File: config.mk
export PLATFORM = sky130hd
export DESIGN_NAME = rd84_vector_sequencer_flat
export DESIGN_NICKNAME = d
export VERILOG_FILES = /design/src/rtl/rd84_vector_sequencer_if.sv /design/src/rtl/rd84_vector_sequencer.sv /design/src/flat_wrapper.sv
export SDC_FILE = /design/constraint.sdc
export NUM_CORES = 1
export LEC_CHECK = 0
export ABC_AREA = 0
export CAP_MARGIN = 25
export CORE_UTILIZATION = 50
export CTS_CLUSTER_SIZE = 25
export DETAILED_ROUTE_END_ITERATION = 6
export DONT_BUFFER_PORTS = 1
export GPL_ROUTABILITY_DRIVEN = 0
export PLACE_DENSITY = 0.63
export SYNTH_ARGS = -nofsm -noshare
export SYNTH_HDL_FRONTEND = slang
export SYNTH_SLANG_ARGS = --single-unit
File: constraint.sdc
create_clock -name clk -period 3.1 [get_ports clk]
set_input_delay 0.62 -clock clk [delete_from_list [all_inputs] [get_ports clk]]
set_output_delay 0.62 -clock clk [all_outputs]
set_load 0.005 [all_outputs]
File: src/rtl/rd84_vector_sequencer_if.sv
// Handshake bundle between the harness and rd84_vector_sequencer.
// Both channels: a transfer happens on a rising clk edge where valid && ready; the
// source holds valid and data stable until that edge, and ready may depend on state only.
`timescale 1ns/1ps
interface rd84_vector_sequencer_if;
  logic       in_valid;
  logic       in_ready;
  logic [7:0] in_data;
  logic       out_valid;
  logic       out_ready;
  logic [7:0] out_data;
  logic       out_z0;

  modport master (
    output in_valid, in_data, out_ready,
    input  in_ready, out_valid, out_data, out_z0
  );

  modport slave (
    input  in_valid, in_data, out_ready,
    output in_ready, out_valid, out_data, out_z0
  );
endinterface

File: src/rtl/rd84_vector_sequencer.sv
// Drives 8-bit vectors onto rd84f2, waits a settle time, samples z0 and returns the result.
// Optional macro RD84_SELFCHECK_EN adds a parity cross-check (mismatch, err_cnt).
`timescale 1ns/1ps
module rd84_vector_sequencer #(
  parameter int SETTLE_CYCLES = 2,
  parameter int CNT_W         = 16
) (
  input  logic                 clk,
  input  logic                 rst_n,
  rd84_vector_sequencer_if.slave bus,
  output logic [7:0]           x,
  input  logic                 dut_z0,
  output logic [CNT_W-1:0]     vec_cnt,
  output logic [CNT_W-1:0]     ones_cnt,
`ifdef RD84_SELFCHECK_EN
  output logic                 mismatch,
  output logic [CNT_W-1:0]     err_cnt,
`endif
  output logic [1:0]           dbg_state
);

  localparam logic [1:0] IDLE    = 2'd0;
  localparam logic [1:0] SETTLE  = 2'd1;
  localparam logic [1:0] CAPTURE = 2'd2;
  localparam logic [1:0] HOLD    = 2'd3;

  localparam logic [7:0] SETTLE_LOAD = 8'(SETTLE_CYCLES - 1);

  logic [1:0] state;
  logic [1:0] rst_sync;
  logic       rst_int_n;
  logic [7:0] settle_cnt;
  logic       out_valid_q;
  logic [7:0] out_data_q;
  logic       out_z0_q;

  // Reset asserts immediately but is released two edges later, synchronous to clk.
  always_ff @(posedge clk or negedge rst_n) begin
    if (!rst_n) rst_sync <= 2'b00;
    else        rst_sync <= {rst_sync[0], 1'b1};
  end

  assign rst_int_n = rst_sync[1];

  always_ff @(posedge clk or negedge rst_int_n) begin
    if (!rst_int_n) begin
      state       <= IDLE;
      x           <= 8'h00;
      settle_cnt  <= 8'h00;
      out_valid_q <= 1'b0;
      out_data_q  <= 8'h00;
      out_z0_q    <= 1'b0;
      vec_cnt     <= '0;
      ones_cnt    <= '0;
`ifdef RD84_SELFCHECK_EN
      mismatch    <= 1'b0;
      err_cnt     <= '0;
`endif
    end else begin
      case (state)
        IDLE: begin
          if (bus.in_valid) begin
            x          <= bus.in_data;
            settle_cnt <= SETTLE_LOAD;
            state      <= SETTLE;
          end
        end
        SETTLE: begin
          if (settle_cnt == 8'h00) state <= CAPTURE;
          else                     settle_cnt <= settle_cnt - 8'h01;
        end
        CAPTURE: begin
          out_z0_q    <= dut_z0;
          out_data_q  <= x;
          out_valid_q <= 1'b1;
`ifdef RD84_SELFCHECK_EN
          mismatch    <= (dut_z0 != ^x);
`endif
          state       <= HOLD;
        end
        HOLD: begin
          if (bus.out_ready) begin
            out_valid_q <= 1'b0;
            if (vec_cnt != '1)              vec_cnt  <= vec_cnt + 1'b1;
            if (out_z0_q && ones_cnt != '1) ones_cnt <= ones_cnt + 1'b1;
`ifdef RD84_SELFCHECK_EN
            if (mismatch && err_cnt != '1)  err_cnt  <= err_cnt + 1'b1;
            mismatch    <= 1'b0;
`endif
            state       <= IDLE;
          end
        end
        default: state <= IDLE;
      endcase
    end
  end

  // Not ready while the synchronized reset is still held, so no handshake is lost.
  assign bus.in_ready  = (state == IDLE) && rst_int_n;
  assign bus.out_valid = out_valid_q;
  assign bus.out_data  = out_data_q;
  assign bus.out_z0    = out_z0_q;
  assign dbg_state     = state;

endmodule
File: src/flat_wrapper.sv
// flat-port wrapper written by rule: the top's interface ports become plain ports
module rd84_vector_sequencer_flat 
#(
  parameter int SETTLE_CYCLES = 2,
  parameter int CNT_W         = 16
)
  (clk, rst_n, x, dut_z0, vec_cnt, ones_cnt, dbg_state, bus_in_valid, bus_in_data, bus_out_ready, bus_in_ready, bus_out_valid, bus_out_data, bus_out_z0);
  rd84_vector_sequencer_if bus_i ();
  input  logic clk;
  input  logic rst_n;
  output logic [7:0] x;
  input  logic dut_z0;
  output logic [CNT_W-1:0] vec_cnt;
  output logic [CNT_W-1:0] ones_cnt;
  output logic [1:0] dbg_state;
  input wire logic [$bits(bus_i.in_valid)-1:0] bus_in_valid;
  input wire logic [$bits(bus_i.in_data)-1:0] bus_in_data;
  input wire logic [$bits(bus_i.out_ready)-1:0] bus_out_ready;
  output wire logic [$bits(bus_i.in_ready)-1:0] bus_in_ready;
  output wire logic [$bits(bus_i.out_valid)-1:0] bus_out_valid;
  output wire logic [$bits(bus_i.out_data)-1:0] bus_out_data;
  output wire logic [$bits(bus_i.out_z0)-1:0] bus_out_z0;
  assign bus_i.in_valid = bus_in_valid;
  assign bus_i.in_data = bus_in_data;
  assign bus_i.out_ready = bus_out_ready;
  assign bus_in_ready = bus_i.in_ready;
  assign bus_out_valid = bus_i.out_valid;
  assign bus_out_data = bus_i.out_data;
  assign bus_out_z0 = bus_i.out_z0;
  rd84_vector_sequencer #(.SETTLE_CYCLES(SETTLE_CYCLES), .CNT_W(CNT_W)) u_core (.clk(clk), .rst_n(rst_n), .bus(bus_i), .x(x), .dut_z0(dut_z0), .vec_cnt(vec_cnt), .ones_cnt(ones_cnt), .dbg_state(dbg_state));
endmodule
==> results of run 1 <==
[Yosys cell counts, drive strengths merged, types with 3 or more instances]
master / count
inv: 10
dfrtp: 62
and3: 3
xnor2: 12
nor3: 9
a21oi: 3
o21ai: 3
nand4: 12
mux2: 23
xor2: 20
or4b: 3
nor2: 18
and2: 3
nand2: 11
or2: 3
o2111ai: 3
ha: 8
nand3: 11
nor4: 8
[per-layer routing]
layer	part of all wire, %	track usage [%]	vias to the layer above
li1	-	-	928
met1	46	26.0	950
met2	47	30.9	44
met3	5.7	7.24	8
met4	1.7	9.27	0
met5	0	0	-
[worst max-delay path, delay by kind of cell (launching register included)]
family / cells / cell delay, ns
AOI/OAI and AO/OA: 1 / 0.28
and+or+nand+nor: 2 / 0.67
adders and majority gates: 1 / 0.26
xor gates and xnor gates: 1 / 0.17
buffers and inverters: 1 / 0.11
DFF: 1 / 0.46
[sequential cells by signal, indices dropped and copies added, names as in the netlist]
name	cells
u_core.dbg_state	2
u_core.settle_cnt	8
u_core.vec_cnt	16
u_core.ones_cnt	16
u_core.bus.out_data	8
u_core.rst_sync	2
u_core.bus.out_valid	1
u_core.x	8
u_core.bus.out_z0	1
[path summary, 6_finish.rpt]
kind	startpoint	to	slack [ns]	cells past startpoint
max in group asynchronous	u_core.rst_sync[1]	u_core.settle_cnt[1]	2.15	1
min in group asynchronous	u_core.rst_sync[1]	u_core.settle_cnt[3]	0.45	1
max	u_core.dbg_state[1]	u_core.settle_cnt[2]	1.02	6
min reg2reg	u_core.rst_sync[0]	u_core.rst_sync[1]	0.35	0
min	u_core.rst_sync[0]	u_core.rst_sync[1]	0.35	0
max reg2reg	u_core.dbg_state[1]	u_core.settle_cnt[2]	1.02	6
[repair_timing]
action                                 CTS  global route
endpoints found under the hold margin    2             0
setup endpoints to repair                0             0
setup buffers                            0             0
hold buffers                             1             0
[report_power, final]
group          leakage (nW)  switching (mW)  internal, mW
registers             0.784           0.289          1.05
logic                 0.587           0.365         0.379
clock network         0.116           0.327         0.496
[cell families (layout without fill, tap and decap cells)]
logic type | count (synthesis) | count (layout) | synth area share, %
flops | 62 | 62 | 51.9
other cells | 1 | 1 | 0.125
fa+ha+maj | 8 | 8 | 3.35
mux | 25 | 25 | 9.46
compound gates | 19 | 19 | 5.61
xor+xnor | 32 | 32 | 9.38
simple gates | 90 | 90 | 18.4
buf+inv | 12 | 28 | 1.76
[stage by stage]
| step | hold WS, ns | std cells | worst slack [ns] |
|---|---|---|---|
| after CTS | 0.357 | 337 | 0.971 |
| after detailed placement | 0.324 | 320 | 0.995 |
| after global routing | 0.358 | 337 | 0.844 |
| after global placement | 0.324 | 320 | 1.04 |
| after floorplan | 0.324 | 249 | 0.599 |
| final | 0.354 | 337 | 1.02 |
[layout make-up]
cell class	count	area (um^2)
inverters	10	37.5
clock buffers	11	151
clock inverters	5	81.3
repair buffers	2	17.5
well taps	72	90.1
multi-input cells	175	1390
fillers	460	2330
flip-flops and latches	62	1550
==> results.yml, run 1 <==
outcome:
  status: "finished clean"
yosys:
  yosysUniqueCellTypes: 47
  synth_area_leaders: "dfrtp_1 (52%), mux2_2 (7.9%), xor2_1 (5.9%)"
  avgSynthCellArea_um2: 12.0
  synth_nets: 270
  ys_ff_latch: 62
  yosys.area.top_type: "dfrtp_1"
  synth-async-reset-ratio_pct: 100
  syn_inst: 249
  yosysTopAreaCellShare_pct: 51.9
  ys_warn_count: 0
  syn_area_um2: 2990
  synth_seq_area_share_pct: 51.9
  synth_edf_count: 0
  synth-main-ff-cell: "dfrtp_1"
clock_network:
  clock-root-buffer: "clkbuf_8"
  cts_tree: "built"
  path_clk_slew_ns: 0.07
  cts_sinks: 62
  cts_htree_levels: 3
  cts_buffers: 9
  insertion_delay_ns: 0.34
  cts.path.max_buffers: 2
  ctsResizeCount: 0
floorplan:
  die-area_um2: 6290
  die_w_um: 79.3
  start_util_pct: 53.0
  fp.dieH_um: 79.3
  io_pins: 66
  core_area_um2: 5640
  num_rows: 27
timing:
  slew_headroom_pct: 50.6
  drv_slew: 0
  setup_viol: 0
  min_period_over_period_pct: 67.0
  fin_tns_setup_ns: 0
  post-route-min-period_ns: 2.08
  skew_ns: 0.00829
  hold_viol_final: 0
  max_freq_mhz: 482
  worst_pin_slew_ns: 0.742
  grt_setup_unrepaired: "no"
worst_setup_path:
  required_ns: 3.32
  worstSetupStartpointType: "flop"
  crit_chain: "inv_1, ha_1, or4b_2, o211ai_1, xor2_1, nor2_1"
  slowest_stage: "or4b_2"
  cp_max_fo: 6
  cp_data_arrival_time_ns: 2.29
  critPathKind: "flop to flop"
  worstSetupEndpointType: "flop"
  slowest_delay_ns: 0.62
pwr:
  power.total_mw: 2.91
  ir_worst_vdd_uv: 597
  p_per_area_nw_per_um2: 877
  leakage_nw: 1.49
route:
  drt_iter0_markers: 91
  routed_wl_um: 5580
  first_pass_iters: 4
  post_drt_wl_per_cell_um: 16.6
  vias_per_cell: 5.73
  ant_nets: 0
  vias: 1930
  drc: 0
run:
  drv_cap: 0
placement:
  placement.io_buffers: 0
  placed_cell_area_um2: 3070
  hpwl_um: 3920
finish:
  drive_gt1_share_pct: 20.4
  fin_area_um2: 3320
  antenna_cells: 0
  final_util_pct: 58.8
  layout_commonest_cell: "dfrtp_1"
  area_growth_pct: 10.9
  final_cell_mix: "dfrtp_1 (61), mux2_2 (21), xor2_1 (20)"
  nNetsFinal: 281
grt:
  grt_antenna_before_repair: 0
  grt_pass1_wl_um: 9600
  grt_pass1_vias: 1948
  grt_max_degree: 61
  grt_usage_pct: 20.4
  grt_remaining_overflow: 0
hold_path:
  hold_path.class: "flop to flop"
Power figures use the tool's default switching activity.
==> run 2: changes to the inputs <==
==> constraint.sdc (replaced) <==
create_clock -name clk -period 2.14 [get_ports clk]
set_input_delay 0.428 -clock clk [delete_from_list [all_inputs] [get_ports clk]]
set_output_delay 0.428 -clock clk [all_outputs]
set_load 0.005 [all_outputs]
==> results.yml, run 2 (same netlist as run 1, synthesis figures left out) <==
clock_network:
  cts_sinks: 62
  insertion_delay_ns: 0.34
  cts_htree_levels: 3
  cts_tree: "built"
  cts.path.max_buffers: 2
  clock-root-buffer: "clkbuf_8"
  cts_buffers: 9
  path_clk_slew_ns: 0.08
route:
  drc: 0
  vias_per_cell: 5.71
  first_pass_iters: 4
  post_drt_wl_per_cell_um: 16.4
  ant_nets: 0
  vias: 1964
  drt_iter0_markers: 99
  routed_wl_um: 5650
run:
  drv_cap: 0
floorplan:
  die-area_um2: 6290
  num_rows: 27
  fp.dieH_um: 79.3
  start_util_pct: 53.0
  io_pins: 66
  core_area_um2: 5640
  die_w_um: 79.3
timing:
  skew_ns: 0.0128
  fin_tns_setup_ns: 0
  max_freq_mhz: 502
  final.setup.worst_slack_ns: 0.147
  setup_viol: 0
  post-route-min-period_ns: 1.99
  drv_slew: 0
  hold_viol_final: 0
  whs_ns: 0.201
  min_period_over_period_pct: 93.1
  worst_pin_slew_ns: 0.732
  slew_headroom_pct: 51.2
  grt_setup_unrepaired: "no"
finish:
  layout_commonest_cell: "dfrtp_1"
  final_cell_mix: "dfrtp_1 (61), mux2_2 (21), xor2_1 (20)"
  drive_gt1_share_pct: 23.2
  top_regs: "u_core.ones_cnt x16, u_core.vec_cnt x16"
  final_util_pct: 59.9
  antenna_cells: 0
  fillers: 455
  area_growth_pct: 13.0
  nNetsFinal: 288
hold_path:
  hold_path.class: "input port to flop"
worst_setup_path:
  worstSetupEndpointType: "flop"
  cp_max_fo: 6
  cp_data_arrival_time_ns: 2.26
  critPathKind: "flop to flop"
  worstSetupStartpointType: "flop"
  required_ns: 2.41
placement:
  post-place-ws_ns: 0.145
  placement.io_buffers: 0
  hpwl_um: 3900
pwr:
  ir_worst_vdd_uv: 702
  power.total_mw: 4.27
  p_per_area_nw_per_um2: 1260
  leakage_nw: 1.52
grt:
  grt_antenna_before_repair: 0
  grt_pass1_wl_um: 9560
  grt_remaining_overflow: 0
  grt_max_degree: 61
  grt_usage_pct: 20.2
  grt_pass1_vias: 1989
outcome:
  status: "finished clean"
==> run 2: path summary, 6_finish.rpt <==
kind / slack (ns) / endpoint / start / depth (start not counted)
max reg2reg: 0.15 / u_core.settle_cnt[3] / u_core.settle_cnt[1] / 6
min in group asynchronous: 0.32 / u_core.rst_sync[1] / rst_n / 1
max in group asynchronous: 1.22 / u_core.ones_cnt[4] / u_core.rst_sync[1] / 1
min reg2reg: 0.35 / u_core.rst_sync[1] / u_core.rst_sync[0] / 0
max: 0.15 / u_core.settle_cnt[3] / u_core.settle_cnt[1] / 6
min: 0.20 / u_core.bus.out_valid / bus_out_ready / 1
==> run 2: area by class of cell <==
class                      instances  area (um^2)  area share (%)
clock inverter                     5         81.3            2.41
inverter                          10         37.5            1.11
sequential                        62         1550            46.0
multi-input combinational        175         1390            41.3
timing repair buffer               9         70.1            2.07
tap                               72         90.1            2.67
clock buffer                      11          151            4.48
==> run 2: through the flow <==
| stage | std cells | cell area, um^2 |
|---|---|---|
| after floorplan | 249 | 2990 |
| after global placement | 327 | 3130 |
| after detailed placement | 327 | 3130 |
| after CTS | 344 | 3370 |
| after global routing | 344 | 3380 |
| final | 344 | 3380 |
==> run 2: timing repair <==
| action | CTS | global route |
|---|---|---|
| setup buffers | 0 | 0 |
| resized for setup | 0 | 2 |
| hold buffers | 1 | 0 |
| hold endpoints to repair | 2 | 0 |
| setup endpoints to repair | 0 | 4 |
==> run 2: critical path, cell delays in order (launching register included) <==
cell and delay, ns:
dfrtp_1 0.40, inv_1 0.08, ha_1 0.17, or4b_1 0.36, o211ai_1 0.22, or4b_1 0.53, a21oi_1 0.17
==> run 2: power by group <==
part,internal [mW],total (mW),leakage (nW),switching (mW)
clock,0.719,1.20,0.116,0.476
sequential,1.52,1.93,0.784,0.410
combinational,0.590,1.14,0.619,0.552
==> run 2: metal layers <==
metal	global-route usage, %	up-vias	routed length [um]
li1	-	932	-
met1	26.8	958	2620
met2	29.7	65	2530
met3	6.32	9	393
met4	10.0	0	107
met5	0	-	0
==> run 3: changes to the inputs <==
--- a/config.mk
+++ b/config.mk
@@ -8,11 +8,12 @@
 export ABC_AREA = 0
 export CAP_MARGIN = 25
 export CORE_UTILIZATION = 50
+export CTS_BUF_LIST = sky130_fd_sc_hd__clkbuf_8 sky130_fd_sc_hd__clkbuf_16
 export CTS_CLUSTER_SIZE = 25
 export DETAILED_ROUTE_END_ITERATION = 6
 export DONT_BUFFER_PORTS = 1
 export GPL_ROUTABILITY_DRIVEN = 0
-export PLACE_DENSITY = 0.63
+export PLACE_DENSITY = 0.79
 export SYNTH_ARGS = -nofsm -noshare
 export SYNTH_HDL_FRONTEND = slang
 export SYNTH_SLANG_ARGS = --single-unit
==> constraint.sdc (replaced) <==
create_clock -name clk -period 1.6 [get_ports clk]
set_input_delay 0.32 -clock clk [delete_from_list [all_inputs] [get_ports clk]]
set_output_delay 0.32 -clock clk [all_outputs]
set_load 0.005 [all_outputs]
==> results.yml, run 3 (same netlist as run 1, synthesis figures left out) <==
placement:
  hpwl_um: 4790
  post-place-ws_ns: -0.265
  placement.io_buffers: 0
pwr:
  leakage_nw: 1.98
  ir_worst_vdd_uv: 1200
  p_per_area_nw_per_um2: 1610
  power.total_mw: 7.00
finish:
  top_regs: "u_core.ones_cnt x16, u_core.vec_cnt x16"
  area_growth_pct: 45.5
  antenna_cells: 0
  layout_commonest_cell: "buf_4"
  drive_gt1_share_pct: 52.3
  nNetsFinal: 361
  final_cell_mix: "buf_4 (65), dfrtp_1 (58), xor2_1 (20)"
timing:
  setup_viol: 24
  skew_ns: 0.0107
  grt_setup_unrepaired: "yes"
  worst_pin_slew_ns: 0.749
  slew_headroom_pct: 50.0
  post-route-min-period_ns: 1.91
  max_freq_mhz: 522
  hold_viol_final: 0
  final.setup.worst_slack_ns: -0.314
  drv_slew: 0
  min_period_over_period_pct: 120
route:
  first_pass_iters: 4
  post_drt_wl_per_cell_um: 20.9
  drc: 0
  ant_nets: 0
  vias_per_cell: 5.99
  vias: 2493
  routed_wl_um: 8680
  drt_iter0_markers: 169
worst_setup_path:
  slowest_delay_ns: 0.51
  r2r-start: "u_core.settle_cnt[0]"
  cp_data_arrival_time_ns: 2.14
  cp_max_fo: 5
  timing.rr.end: "u_core.dbg_state[1]"
  worstSetupStartpointType: "flop"
  critPathKind: "flop to flop"
  r2r_cells: 7
  path_buf_inv: 2
  cp_top_family: "simple AND/OR/NAND/NOR gates"
  slowest_stage: "or4b_4"
  crit_chain: "inv_2, ha_4, or4b_4, buf_12, nor2_8, o221ai_4, mux2_4"
  required_ns: 1.82
  regToRegSetupSlack_ns: -0.31
  worstSetupEndpointType: "flop"
clock_network:
  cts.path.max_buffers: 2
  cts_htree_levels: 3
  cts_tree: "built"
  cts_buffers: 9
  clock-root-buffer: "clkbuf_8"
  insertion_delay_ns: 0.33
  path_clk_slew_ns: 0.07
  cts_sinks: 62
hold_path:
  min_path_cells: 1
  hp-start: "bus_out_ready"
  hold_path.class: "input port to flop"
  hold_path_end: "u_core.bus.out_valid"
grt:
  grt_pass1_vias: 2610
  grt_usage_pct: 26.2
  grt_antenna_before_repair: 0
  grt_pass1_wl_um: 12500
  grt_remaining_overflow: 0
  grt_max_degree: 61
outcome:
  violations: "negative setup slack"
  status: "finished with violations"
floorplan:
  start_util_pct: 53.0
  core_area_um2: 5640
  die_w_um: 79.3
  num_rows: 27
  fp.dieH_um: 79.3
  io_pins: 66
  die-area_um2: 6290
run:
  drv_cap: 0
-- run 3: stage by stage --
stage / hold WS [ns] / cell area [um^2] / util, % / setup TNS [ns] / cells
3_3_place_gp: 0.0245 / 3650 / 64.6 / -2.84 / 385
2_1_floorplan: 0.0244 / 3060 / - / -1.84 / 249
4_1_cts: 0.0889 / 4150 / 73.6 / -2.90 / 412
6_report: 0.101 / 4350 / 77.1 / -3.01 / 416
3_5_place_dp: 0.0245 / 3650 / 64.6 / -4.06 / 385
5_1_grt: 0.0835 / 4350 / 77.1 / -4.66 / 416
-- run 3: worst max path at each step --
| stage | depth (start not counted) | slack [ns] | start | end |
|---|---|---|---|---|
| final | 7 | -0.31 | u_core.settle_cnt[0] | u_core.dbg_state[1] |
| after global placement | 7 | -0.18 | u_core.settle_cnt[0] | u_core.settle_cnt[6] |
| after detailed placement | 7 | -0.27 | u_core.settle_cnt[1] | u_core.settle_cnt[6] |
| after global routing | 7 | -0.36 | u_core.settle_cnt[1] | u_core.dbg_state[1] |
| after floorplan | 7 | -0.23 | u_core.settle_cnt[0] | u_core.dbg_state[1] |
| after CTS | 7 | -0.24 | u_core.settle_cnt[1] | u_core.settle_cnt[6] |
-- run 3: cell type report --
| cell class | instances | area (um^2) |
|---|---|---|
| clock buffers | 12 | 165 |
| multi-input cells | 175 | 1760 |
| well taps | 72 | 90.1 |
| clock inverters | 3 | 42.5 |
| inverters | 10 | 40.0 |
| repair buffers | 82 | 699 |
| fillers | 315 | 1290 |
| flip-flops and latches | 62 | 1560 |
-- run 3: worst register-to-register path, stage by stage (launching register included) --
cell	delay, ns
dfrtp_1	0.39
inv_2	0.09
ha_4	0.13
or4b_4	0.51
buf_12	0.16
nor2_8	0.09
o221ai_4	0.12
mux2_4	0.31
-- run 3: power breakdown --
part / internal, mW / switching [mW]
Clock: 0.836 / 0.615
Combinational: 1.64 / 1.37
Sequential: 2.05 / 0.497
-- run 3: layer usage --
layer / wire length (um) / track usage [%] / share of wire (%)
met3: 553 / 8.39 / 6.4
met4: 262 / 10.2 / 3.0
met1: 3350 / 28.8 / 39
met5: 0 / 0 / 0
met2: 4520 / 46.6 / 52
-- run 3: timing repair --
action / 4_1_cts / 5_1_grt
pin swaps: 21 / 25
hold buffers: 1 / 0
gates resized for setup: 41 / 39
endpoints found under the setup margin: 32 / 46
hold endpoints to repair: 2 / 0
setup buffers: 11 / 8
